<file path="config.mk">
export PLATFORM = sky130hd
export DESIGN_NAME = mem_store_writer
export DESIGN_NICKNAME = d
export VERILOG_FILES = /design/src/rtl/mem_store_pkg.sv /design/src/rtl/mem_store_writer_fifo.sv /design/src/rtl/mem_store_writer.sv
export SDC_FILE = /design/constraint.sdc
export NUM_CORES = 1
export LEC_CHECK = 0
export ABC_AREA = 0
export CAP_MARGIN = 10
export CORE_UTILIZATION = 37
export DETAILED_ROUTE_END_ITERATION = 12
export SETUP_SLACK_MARGIN = 0.2
export SLEW_MARGIN = 20
export SYNTH_ARGS = -nofsm -noshare
export SYNTH_HDL_FRONTEND = slang
export SYNTH_SLANG_ARGS = --single-unit
</file>
<file path="constraint.sdc">
create_clock -name CLK -period 3.7 [get_ports CLK]
set_clock_uncertainty 0.05 [all_clocks]
set_input_delay 0.37 -clock CLK [delete_from_list [all_inputs] [get_ports CLK]]
set_output_delay 0.37 -clock CLK [all_outputs]
set_load 0.02 [all_outputs]
</file>
<file path="src/rtl/mem_store_pkg.sv">
// Shared types for the store write buffer: default entry layout, FSM states and count width.
package mem_store_pkg;

  localparam int unsigned DEF_M = 32;
  localparam int unsigned DEF_A = 32;

  typedef struct packed {
    logic [DEF_A-1:0]   addr;
    logic [DEF_M-1:0]   data;
    logic [DEF_M/8-1:0] be;
  } store_entry_t;

  typedef enum logic {IDLE, REQ} state_t;

  function automatic int unsigned CNT_W(input int unsigned depth);
    return $clog2(depth) + 1;
  endfunction

endpackage

</file>
<file path="src/rtl/mem_store_writer_fifo.sv">
// store_fifo: DEPTH-entry circular buffer of store entries; STORE_FWD_EN adds an age-ordered view.
module store_fifo
  import mem_store_pkg::*;
#(
  parameter type         T     = store_entry_t,
  parameter int unsigned DEPTH = 4
) (
  input  logic                       CLK,
  input  logic                       RST,
  input  logic                       push,
  input  logic                       pop,
  input  T                           wdata,
  output T                           head,
  output logic                       full,
  output logic                       empty,
  output logic [CNT_W(DEPTH)-1:0]    count
`ifdef STORE_FWD_EN
  ,
  output T [DEPTH-1:0]               ord
`endif
);

  localparam int unsigned PW = $clog2(DEPTH);
  localparam int unsigned CW = CNT_W(DEPTH);

  T              mem [DEPTH];
  logic [PW-1:0] wptr, rptr;
  logic          do_push, do_pop;

  assign full    = (count == CW'(DEPTH));
  assign empty   = (count == '0);
  assign do_push = push && !full;
  assign do_pop  = pop && !empty;
  assign head    = mem[rptr];

  always_ff @(posedge CLK or posedge RST) begin
    if (RST) begin
      wptr  <= '0;
      rptr  <= '0;
      count <= '0;
    end else begin
      if (do_push) wptr <= wptr + 1'b1;
      if (do_pop)  rptr <= rptr + 1'b1;
      count <= count + CW'(do_push) - CW'(do_pop);
    end
  end

  // Storage needs no reset: count gates every read of it.
  always_ff @(posedge CLK) begin
    if (do_push) mem[wptr] <= wdata;
  end

`ifdef STORE_FWD_EN
  always_comb begin
    for (int unsigned i = 0; i < DEPTH; i++) ord[i] = mem[rptr + PW'(i)];
  end
`endif

endmodule

</file>
<file path="src/rtl/mem_store_writer.sv">
// mem_store_writer: buffers MEM-stage stores and drains them to data memory via req/ack.
// Optional macro STORE_FWD_EN adds store-to-load forwarding ports (ld_addr/fwd_*).
module mem_store_writer
  import mem_store_pkg::*;
#(
  parameter int unsigned M     = 32,
  parameter int unsigned A     = 32,
  parameter int unsigned DEPTH = 4
) (
  input  logic                    CLK,
  input  logic                    RST,
  input  logic                    st_valid,
  output logic                    st_ready,
  input  logic [A-1:0]            st_addr,
  input  logic [M-1:0]            st_data,
  input  logic [M/8-1:0]          st_be,
  output logic                    mem_req,
  output logic [A-1:0]            mem_addr,
  output logic [M-1:0]            mem_wdata,
  output logic [M/8-1:0]          mem_be,
  input  logic                    mem_ack,
  output logic [CNT_W(DEPTH)-1:0] count,
  output logic                    empty
`ifdef STORE_FWD_EN
  ,
  input  logic [A-1:0]            ld_addr,
  output logic                    fwd_hit,
  output logic [M-1:0]            fwd_data,
  output logic [M/8-1:0]          fwd_be
`endif
);

  localparam int unsigned CW = CNT_W(DEPTH);

  typedef struct packed {
    logic [A-1:0]   addr;
    logic [M-1:0]   data;
    logic [M/8-1:0] be;
  } entry_t;

  state_t          state, state_nx;
  entry_t          wr, head;
  logic            push, pop, full, fifo_empty;
  logic [CW-1:0]   cnt_nx;

  assign st_ready = !full;
  assign push     = st_valid && st_ready && (st_be != '0);
  assign pop      = (state == REQ) && mem_ack;
  assign cnt_nx   = count - CW'(pop) + CW'(push);
  assign wr       = '{addr: st_addr, data: st_data, be: st_be};

`ifdef STORE_FWD_EN
  entry_t [DEPTH-1:0] ord;
`endif

  store_fifo #(.T(entry_t), .DEPTH(DEPTH)) u_fifo (
    .CLK   (CLK),
    .RST   (RST),
    .push  (push),
    .pop   (pop),
    .wdata (wr),
    .head  (head),
    .full  (full),
    .empty (fifo_empty),
    .count (count)
`ifdef STORE_FWD_EN
    ,
    .ord   (ord)
`endif
  );

  always_ff @(posedge CLK or posedge RST) begin
    if (RST) state <= IDLE;
    else     state <= state_nx;
  end

  // IDLE looks at the registered count so mem_req trails the first enqueue by a cycle;
  // REQ looks ahead so a back-to-back drain keeps mem_req high.
  always_comb begin
    state_nx = state;
    case (state)
      IDLE: if (count != '0) state_nx = REQ;
      REQ:  if (mem_ack && (cnt_nx == '0)) state_nx = IDLE;
      default: state_nx = IDLE;
    endcase
  end

  assign mem_req   = (state == REQ);
  assign mem_addr  = mem_req ? head.addr : '0;
  assign mem_wdata = mem_req ? head.data : '0;
  assign mem_be    = mem_req ? head.be   : '0;
  assign empty     = fifo_empty && !mem_req;

`ifdef STORE_FWD_EN
  logic unused_ld;
  assign unused_ld = ^ld_addr[1:0];

  // Scan oldest to youngest so the youngest matching word overrides earlier hits.
  always_comb begin
    fwd_hit  = 1'b0;
    fwd_data = '0;
    fwd_be   = '0;
    for (int unsigned i = 0; i < DEPTH; i++) begin
      if ((CW'(i) < count) && (ord[i].addr[A-1:2] == ld_addr[A-1:2])) begin
        fwd_hit  = 1'b1;
        fwd_data = ord[i].data;
        fwd_be   = ord[i].be;
      end
    end
  end
`endif

endmodule

</file>
==> flow_metrics.py, run 1 <==
metrics = {
    "power": {
        "vdd_drop_max_v": 0.0005059,
        "powerDensity_nw_per_um2": 885.7,
        "p_leak_nw": 4.463,
    },
    "setup_path": {
        "cp.required_ns": 3.28,
        "cp_max_fo": 47,
        "cp_slowest_cell": "dfrtp_4",
        "critPathBufInv": 2,
        "critPathCaptureType": "output pin",
        "path_class": "flop to output pin",
        "start_kind": "flop",
        "crit_chain": "buf_12, mux4_2, and2_1, clkdlybuf4s50_1",
        "arrival_ns": 2.80,
        "max_stage_delay_ns": 0.93,
        "path_delay_family": "flip-flops",
    },
    "place": {
        "dpl.hpwl_um": 12780,
        "gp_congestion": 0.7245,
        "io_buffers": 145,
    },
    "floorplanning": {
        "core_sq_um": 28860,
        "rows": 62,
        "die_x_um": 173.5,
        "initial_utilization_pct": 37.72,
        "die_h_um": 173.5,
        "die_area_sq_um": 30110,
        "ios": 146,
    },
    "sta": {
        "timing.setup.tns_ns": 0,
        "timing.fmax_mhz": 310.4,
        "worstMarginPinSlew_ns": 0.9185,
        "hold_viol": 0,
        "fin_crit_ns": 3.222,
        "maxSlewViolCount": 0,
        "finalCritPeriodShare_pct": 87.08,
        "rsz0062_at_grt": "no",
        "slew_headroom_pct": 38.77,
        "hold_slack_ns": 0.04468,
        "setup_viol": 0,
    },
    "layout": {
        "nNetsFinal": 728,
        "regArea_sq_um": 8377,
        "drive_gt1_share_pct": 20.39,
        "fillers": 2411,
        "multi_input_area_sq_um": 2270,
        "n_antenna_cell": 0,
        "fin_util_pct": 47.57,
        "area_growth_syn_to_layout_pct": 26.12,
    },
    "status": {
        "outcome": "finished, final reports clean",
    },
    "logic_synthesis": {
        "yosys_warnings": 0,
        "synthTopCellsByCount": "272 x edfxtp_1, 73 x and2_1, 68 x mux4_2, 10 x inv_1",
        "yosys-top-cells-area": "edfxtp_1 75%, mux4_2 14%, and2_1 4.2%",
        "synth_top_area_share_pct": 75.03,
        "seq_area_frac_synth_pct": 76.87,
        "syn_avg_cell_area_sq_um": 22.63,
        "synthArstFlopShare_pct": 2.857,
        "yosysMostFrequentCell": "edfxtp_1",
        "synthCells": 481,
        "synthFlopType": "edfxtp_1",
        "ys_seq_elements": 280,
        "yosysUniqueCellTypes": 23,
        "synth_top_area_cell": "edfxtp_1",
        "synth_nets": 563,
        "synth_edf_count": 272,
        "synthesis.area_sq_um": 10890,
    },
    "clocking": {
        "cts_tree": "done",
        "cts_setup_buffers": 1,
        "ctsHtreeMaxLevel": 1,
        "clock_latency_ns": 0.52,
        "cts_inserted_buffers": 28,
        "cts_resized": 0,
        "clock_path_buffers": 3,
        "cts_root_buffer": "clkbuf_16",
        "holdBufCountCts": 0,
        "cts.clk_slew.worst_paths_ns": 0.06,
        "clock_sinks": 280,
    },
    "job": {
        "maxCapViolations": 0,
    },
    "route": {
        "viasPerCell": 4.801,
        "drt-initial-drc-count": 328,
        "wl_per_cell_um": 20.27,
        "drt-pass1-iter-count": 4,
        "via_count": 5046,
        "ant_nets": 0,
        "finalWirelength_um": 21300,
        "drc": 0,
    },
    "global_routing": {
        "grt_pass1_vias": 5736,
        "overflow": 0,
        "antenna_found_initial": 2,
        "grt_pass1_wl_um": 33230,
        "grt_max_degree": 51,
        "grtUsageTotal_pct": 14.39,
    },
    "worst_hold_path": {
        "hp-class": "input port to asynchronous set/reset pin",
    },
}
## registers in the layout (all words and copies together), names as in the netlist
name          cells
u_fifo.wptr       2
mem_req           1
u_fifo.count      3
u_fifo.mem      272
u_fifo.rptr       2
## power breakdown
group	internal, mW	total (mW)	switching, mW
combinational	2.52	4.80	2.28
sequential	4.16	4.59	0.425
clock	1.63	2.77	1.14
## path summary, 6_finish.rpt
kind | startpoint | endpoint | slack [ns] | cells after the start
max | u_fifo.rptr[1] | mem_addr[25] | 0.48 | 4
min | RST | u_fifo.count[0] | 0.04 | 2
max reg2reg | mem_req | u_fifo.count[2] | 1.06 | 7
min reg2reg | u_fifo.wptr[1] | u_fifo.wptr[1] | 0.53 | 1
max in group asynchronous | RST | u_fifo.rptr[0] | 3.28 | 2
min in group CLK | st_data[2] | u_fifo.mem[0][6] | 0.43 | 1
## cells in the final DEF (no fill, tap or decap)
| cell | n |
|---|---|
| o311a_1 | 1 |
| and2_1 | 69 |
| a31oi_1 | 1 |
| and2_4 | 4 |
| dfrtp_4 | 2 |
| o41ai_2 | 1 |
| nor4_1 | 1 |
| dfrtp_1 | 5 |
| xor2_1 | 1 |
| bufinv_16 | 3 |
| clkbuf_16 | 29 |
| mux4_2 | 68 |
| dfrtp_2 | 1 |
| inv_1 | 10 |
| clkinv_2 | 10 |
| fa_1 | 2 |
| clkinv_1 | 3 |
| xnor2_1 | 5 |
| ha_1 | 8 |
| a21oi_1 | 1 |
| clkinvlp_4 | 4 |
| clkdlybuf4s50_1 | 145 |
| buf_4 | 5 |
| nand2_1 | 2 |
| clkbuf_1 | 2 |
| nor2_1 | 2 |
| edfxtp_1 | 272 |
| mux2_1 | 1 |
| buf_12 | 8 |
| a21oi_2 | 1 |
## worst reg2reg max path: stages, from the launching register on
cell and delay, ns:
dfrtp_2 0.97, o311a_1 0.39, ha_1 0.26, inv_1 0.06
ha_1 0.15, inv_1 0.06, fa_1 0.43, xnor2_1 0.15
## per-layer routing
layer / global-route usage (%) / up-vias / share of wire, %
li1: - / 2273 / -
met1: 19.19 / 2603 / 44
met2: 23.98 / 140 / 48
met4: 3.060 / 2 / 1.3
met5: 0 / - / 0.052
met3: 3.487 / 28 / 6.0
## per-stage QoR
stage	cell area [sq um]	cells	total power [mW]	setup WS [ns]
final	13730	1051	12.16	0.4779
after global routing	13730	1051	12.77	0.3280
after CTS	13730	1051	12.38	0.3919
after detailed placement	12790	999	9.533	0.7265
after global placement	12790	999	9.438	0.7246
after floorplan	10890	481	7.509	0.6112
## cell type report
type	count	share of cell area [%]
flip-flops and latches	280	61.02
multi-input cells	168	16.53
clock inverters	20	1.322
inverters	10	0.2734
clock buffers	31	5.341
well taps	384	3.500
repair buffers	158	12.01
## cells by family after synthesis
group / count (synthesis) / share of synthesized area [%]
flops: 280 / 76.87
simple gates: 78 / 4.391
mux: 69 / 14.17
buf+inv: 33 / 2.368
fa+ha+maj: 10 / 1.287
xor+xnor: 6 / 0.4828
compound gates: 5 / 0.4253
No activity file was read; power rests on OpenSTA's default activity.
==> run 2, diff against run 1 <==
--- a/config.mk
+++ b/config.mk
@@ -9,8 +9,10 @@
 export CAP_MARGIN = 10
 export CORE_UTILIZATION = 37
 export DETAILED_ROUTE_END_ITERATION = 12
+export DONT_BUFFER_PORTS = 1
 export SETUP_SLACK_MARGIN = 0.2
 export SLEW_MARGIN = 20
 export SYNTH_ARGS = -nofsm -noshare
 export SYNTH_HDL_FRONTEND = slang
+export SYNTH_HIERARCHICAL = 1
 export SYNTH_SLANG_ARGS = --single-unit
==> flow_metrics.py, run 2 <==
metrics = {
    "setup_path": {
        "critPathBufInv": 2,
        "rr_worst_depth": 10,
        "rr_startpoint": "u_fifo/count[2]",
        "worst_r2r_endpoint": "u_fifo/count[2]",
        "critPathCaptureType": "flop",
        "cp_max_fo": 10,
        "path_delay_family": "simple AND/OR/NAND/NOR gates",
        "cp.required_ns": 4.07,
        "start_kind": "flop",
        "r2r_slack_ns": 0.62,
        "path_class": "flop to flop",
        "crit_chain": "nor3b_2, inv_1, and3_1, nand2b_1, ha_1, inv_1, ha_1, fa_1, xor2_1, xnor2_1",
        "arrival_ns": 3.45,
        "cp_slowest_cell": "dfrtp_1",
        "max_stage_delay_ns": 0.64,
    },
    "route": {
        "ant_nets": 0,
        "finalWirelength_um": 21230,
        "viasPerCell": 5.059,
        "drc": 0,
        "drt-initial-drc-count": 266,
        "via_count": 4993,
        "drt-pass1-iter-count": 4,
        "wl_per_cell_um": 21.51,
    },
    "layout": {
        "drive_gt1_share_pct": 22.22,
        "fillers": 2453,
        "area_growth_syn_to_layout_pct": 19.07,
        "top_register": "u_fifo/mem",
        "fin_util_pct": 45.18,
        "final_common_cell": "edfxtp_1",
        "mostFrequentLayoutCells": "272 x edfxtp_1, 69 x and2_1, 69 x dlygate4sd3_1",
        "largest_reg_flops": 272,
        "fin_cells": 987,
        "nNetsFinal": 664,
        "n_antenna_cell": 0,
        "multi_input_area_sq_um": 2354,
        "regArea_sq_um": 8377,
        "top_regs": "u_fifo/mem (272), u_fifo/count (3)",
    },
    "logic_synthesis": {
        "yosys_warnings": 6,
        "synth_top_area_cell": "edfxtp_1",
        "ys_seq_elements": 280,
        "syn_avg_cell_area_sq_um": 22.32,
        "seq_area_frac_synth_pct": 76.22,
        "synthesis.area_sq_um": 10980,
        "synth_edf_count": 272,
        "synthCells": 492,
        "synthTopCellsByCount": "272 x edfxtp_1, 69 x and2_1, 68 x mux4_2, 12 x inv_1",
        "synthArstFlopShare_pct": 2.857,
        "synth_nets": 574,
        "yosysUniqueCellTypes": 31,
        "yosys-top-cells-area": "edfxtp_1 74%, mux4_2 14%, and2_1 3.9%",
        "synthFlopType": "edfxtp_1",
        "yosysMostFrequentCell": "edfxtp_1",
        "synth_top_area_share_pct": 74.39,
    },
    "clocking": {
        "cts_tree": "done",
        "cts_resized": 0,
        "clock_latency_ns": 0.55,
        "cts.clk_slew.worst_paths_ns": 0.06,
        "clock_path_buffers": 3,
        "cts_root_buffer": "clkbuf_16",
        "cts_inserted_buffers": 31,
        "ctsHtreeMaxLevel": 1,
        "clock_sinks": 280,
        "cts_setup_buffers": 0,
    },
    "global_routing": {
        "antenna_found_initial": 1,
        "grt_pass1_vias": 5550,
        "grtUsageTotal_pct": 14.15,
        "grt_pass1_wl_um": 32640,
        "grt_max_degree": 71,
        "overflow": 0,
    },
    "sta": {
        "setup_viol": 0,
        "rsz0062_at_grt": "no",
        "worstMarginPinSlew_ns": 0.6695,
        "timing.setup.tns_ns": 0,
        "hold_slack_ns": 0.08648,
        "finalCritPeriodShare_pct": 83.34,
        "timing.fmax_mhz": 324.3,
        "fin_crit_ns": 3.084,
        "slew_headroom_pct": 55.37,
        "hold_viol": 0,
        "maxSlewViolCount": 0,
    },
    "floorplanning": {
        "die_area_sq_um": 30370,
        "rows": 62,
        "core_sq_um": 28940,
        "die_h_um": 174.3,
        "initial_utilization_pct": 37.94,
        "ios": 146,
        "die_x_um": 174.3,
    },
    "place": {
        "io_buffers": 0,
        "gp_congestion": 0.7242,
        "placed_cells": 864,
        "dpl.hpwl_um": 12150,
    },
    "power": {
        "p_leak_nw": 4.221,
        "p_sw_mw": 3.424,
        "pwr-share-seq_pct": 42.5,
        "power.internal_mw": 7.185,
        "p_comb_share_pct": 30.3,
        "vdd_drop_max_v": 0.0005543,
        "powerDensity_nw_per_um2": 811.6,
        "switching_share_pct": 32.27,
        "power.share.clock_pct": 27.2,
        "total_power_mw": 10.61,
    },
    "job": {
        "maxCapViolations": 0,
    },
    "worst_hold_path": {
        "hp-class": "input port to asynchronous set/reset pin",
    },
    "status": {
        "outcome": "finished, final reports clean",
    },
}
==> run 2: cell types whose count changed in the layout (fill, tap and decap cells not counted), moves of 3 or more <==
cell / before / now
dlygate4sd3_1: 0 / 69
buf_12: 8 / 5
clkinv_2: 10 / 5
nand2b_1: 0 / 4
and3b_4: 0 / 4
and2_4: 4 / 0
clkdlybuf4s50_1: 145 / 0
clkbuf_8: 0 / 5
==> run 2: routing by layer <==
metal  vias up  GRT usage [%]  wire length, um
met4         0          3.728              349
met1      2667          18.00             8869
met5         -              0                0
li1       2168              -                -
met2       128          24.40            10800
met3        30          3.150             1219
==> run 2: power by group through the flow <==
stage	Combinational (mW)	Clock (mW)	Sequential, mW
5_1_grt	3.47	3.07	4.57
3_3_place_gp	3.20	0	4.54
3_5_place_dp	3.22	0	4.59
2_1_floorplan	2.83	0	4.39
6_report	3.22	2.89	4.50
4_1_cts	3.31	2.96	4.52
==> run 2: cell type report <==
type / instances / area share (%)
multi-input combinational: 176 / 18.00
clock inverter: 14 / 0.8710
clock buffer: 40 / 6.575
timing repair buffer: 81 / 6.451
inverter: 12 / 0.3446
sequential: 280 / 64.08
tap: 384 / 3.675
==> run 2: kinds of logic (layout without fill, tap and decap cells) <==
| kind of cell | after synthesis | after routing | share of synthesized area, % |
|---|---|---|---|
| multiplexers | 68 | 68 | 13.95 |
| AND/OR/NAND/NOR | 88 | 88 | 5.196 |
| XOR/XNOR | 5 | 5 | 0.5356 |
| flip-flops | 280 | 280 | 76.22 |
| buffers and inverters | 36 | 147 | 2.484 |
| AO/OA/AOI/OAI | 5 | 5 | 0.3419 |
| adder cells (fa/ha/maj) | 10 | 10 | 1.276 |
==> run 2: how the worst max path moves through the flow <==
stage,from,depth (start not counted),endpoint
after floorplan,u_fifo/count[1],5,u_fifo/mem[0][0]
after global placement,u_fifo/count[2],10,u_fifo/count[2]
after detailed placement,u_fifo/count[2],10,u_fifo/count[2]
after CTS,u_fifo/count[2],10,u_fifo/count[2]
after global routing,u_fifo/count[2],10,u_fifo/count[2]
final,u_fifo/count[2],10,u_fifo/count[2]
==> run 2: through the flow <==
stage | worst slack, ns | instance area (sq um)
2_1_floorplan | 0.2781 | 10980
3_3_place_gp | 0.7524 | 11410
3_5_place_dp | 0.6268 | 11410
4_1_cts | 0.6225 | 13070
5_1_grt | 0.4131 | 13070
6_report | 0.6164 | 13070
==> run 2: timing repair <==
item	CTS	global route
endpoints found under the setup margin	0	0
hold buffers	69	0
endpoints found under the hold margin	280	0
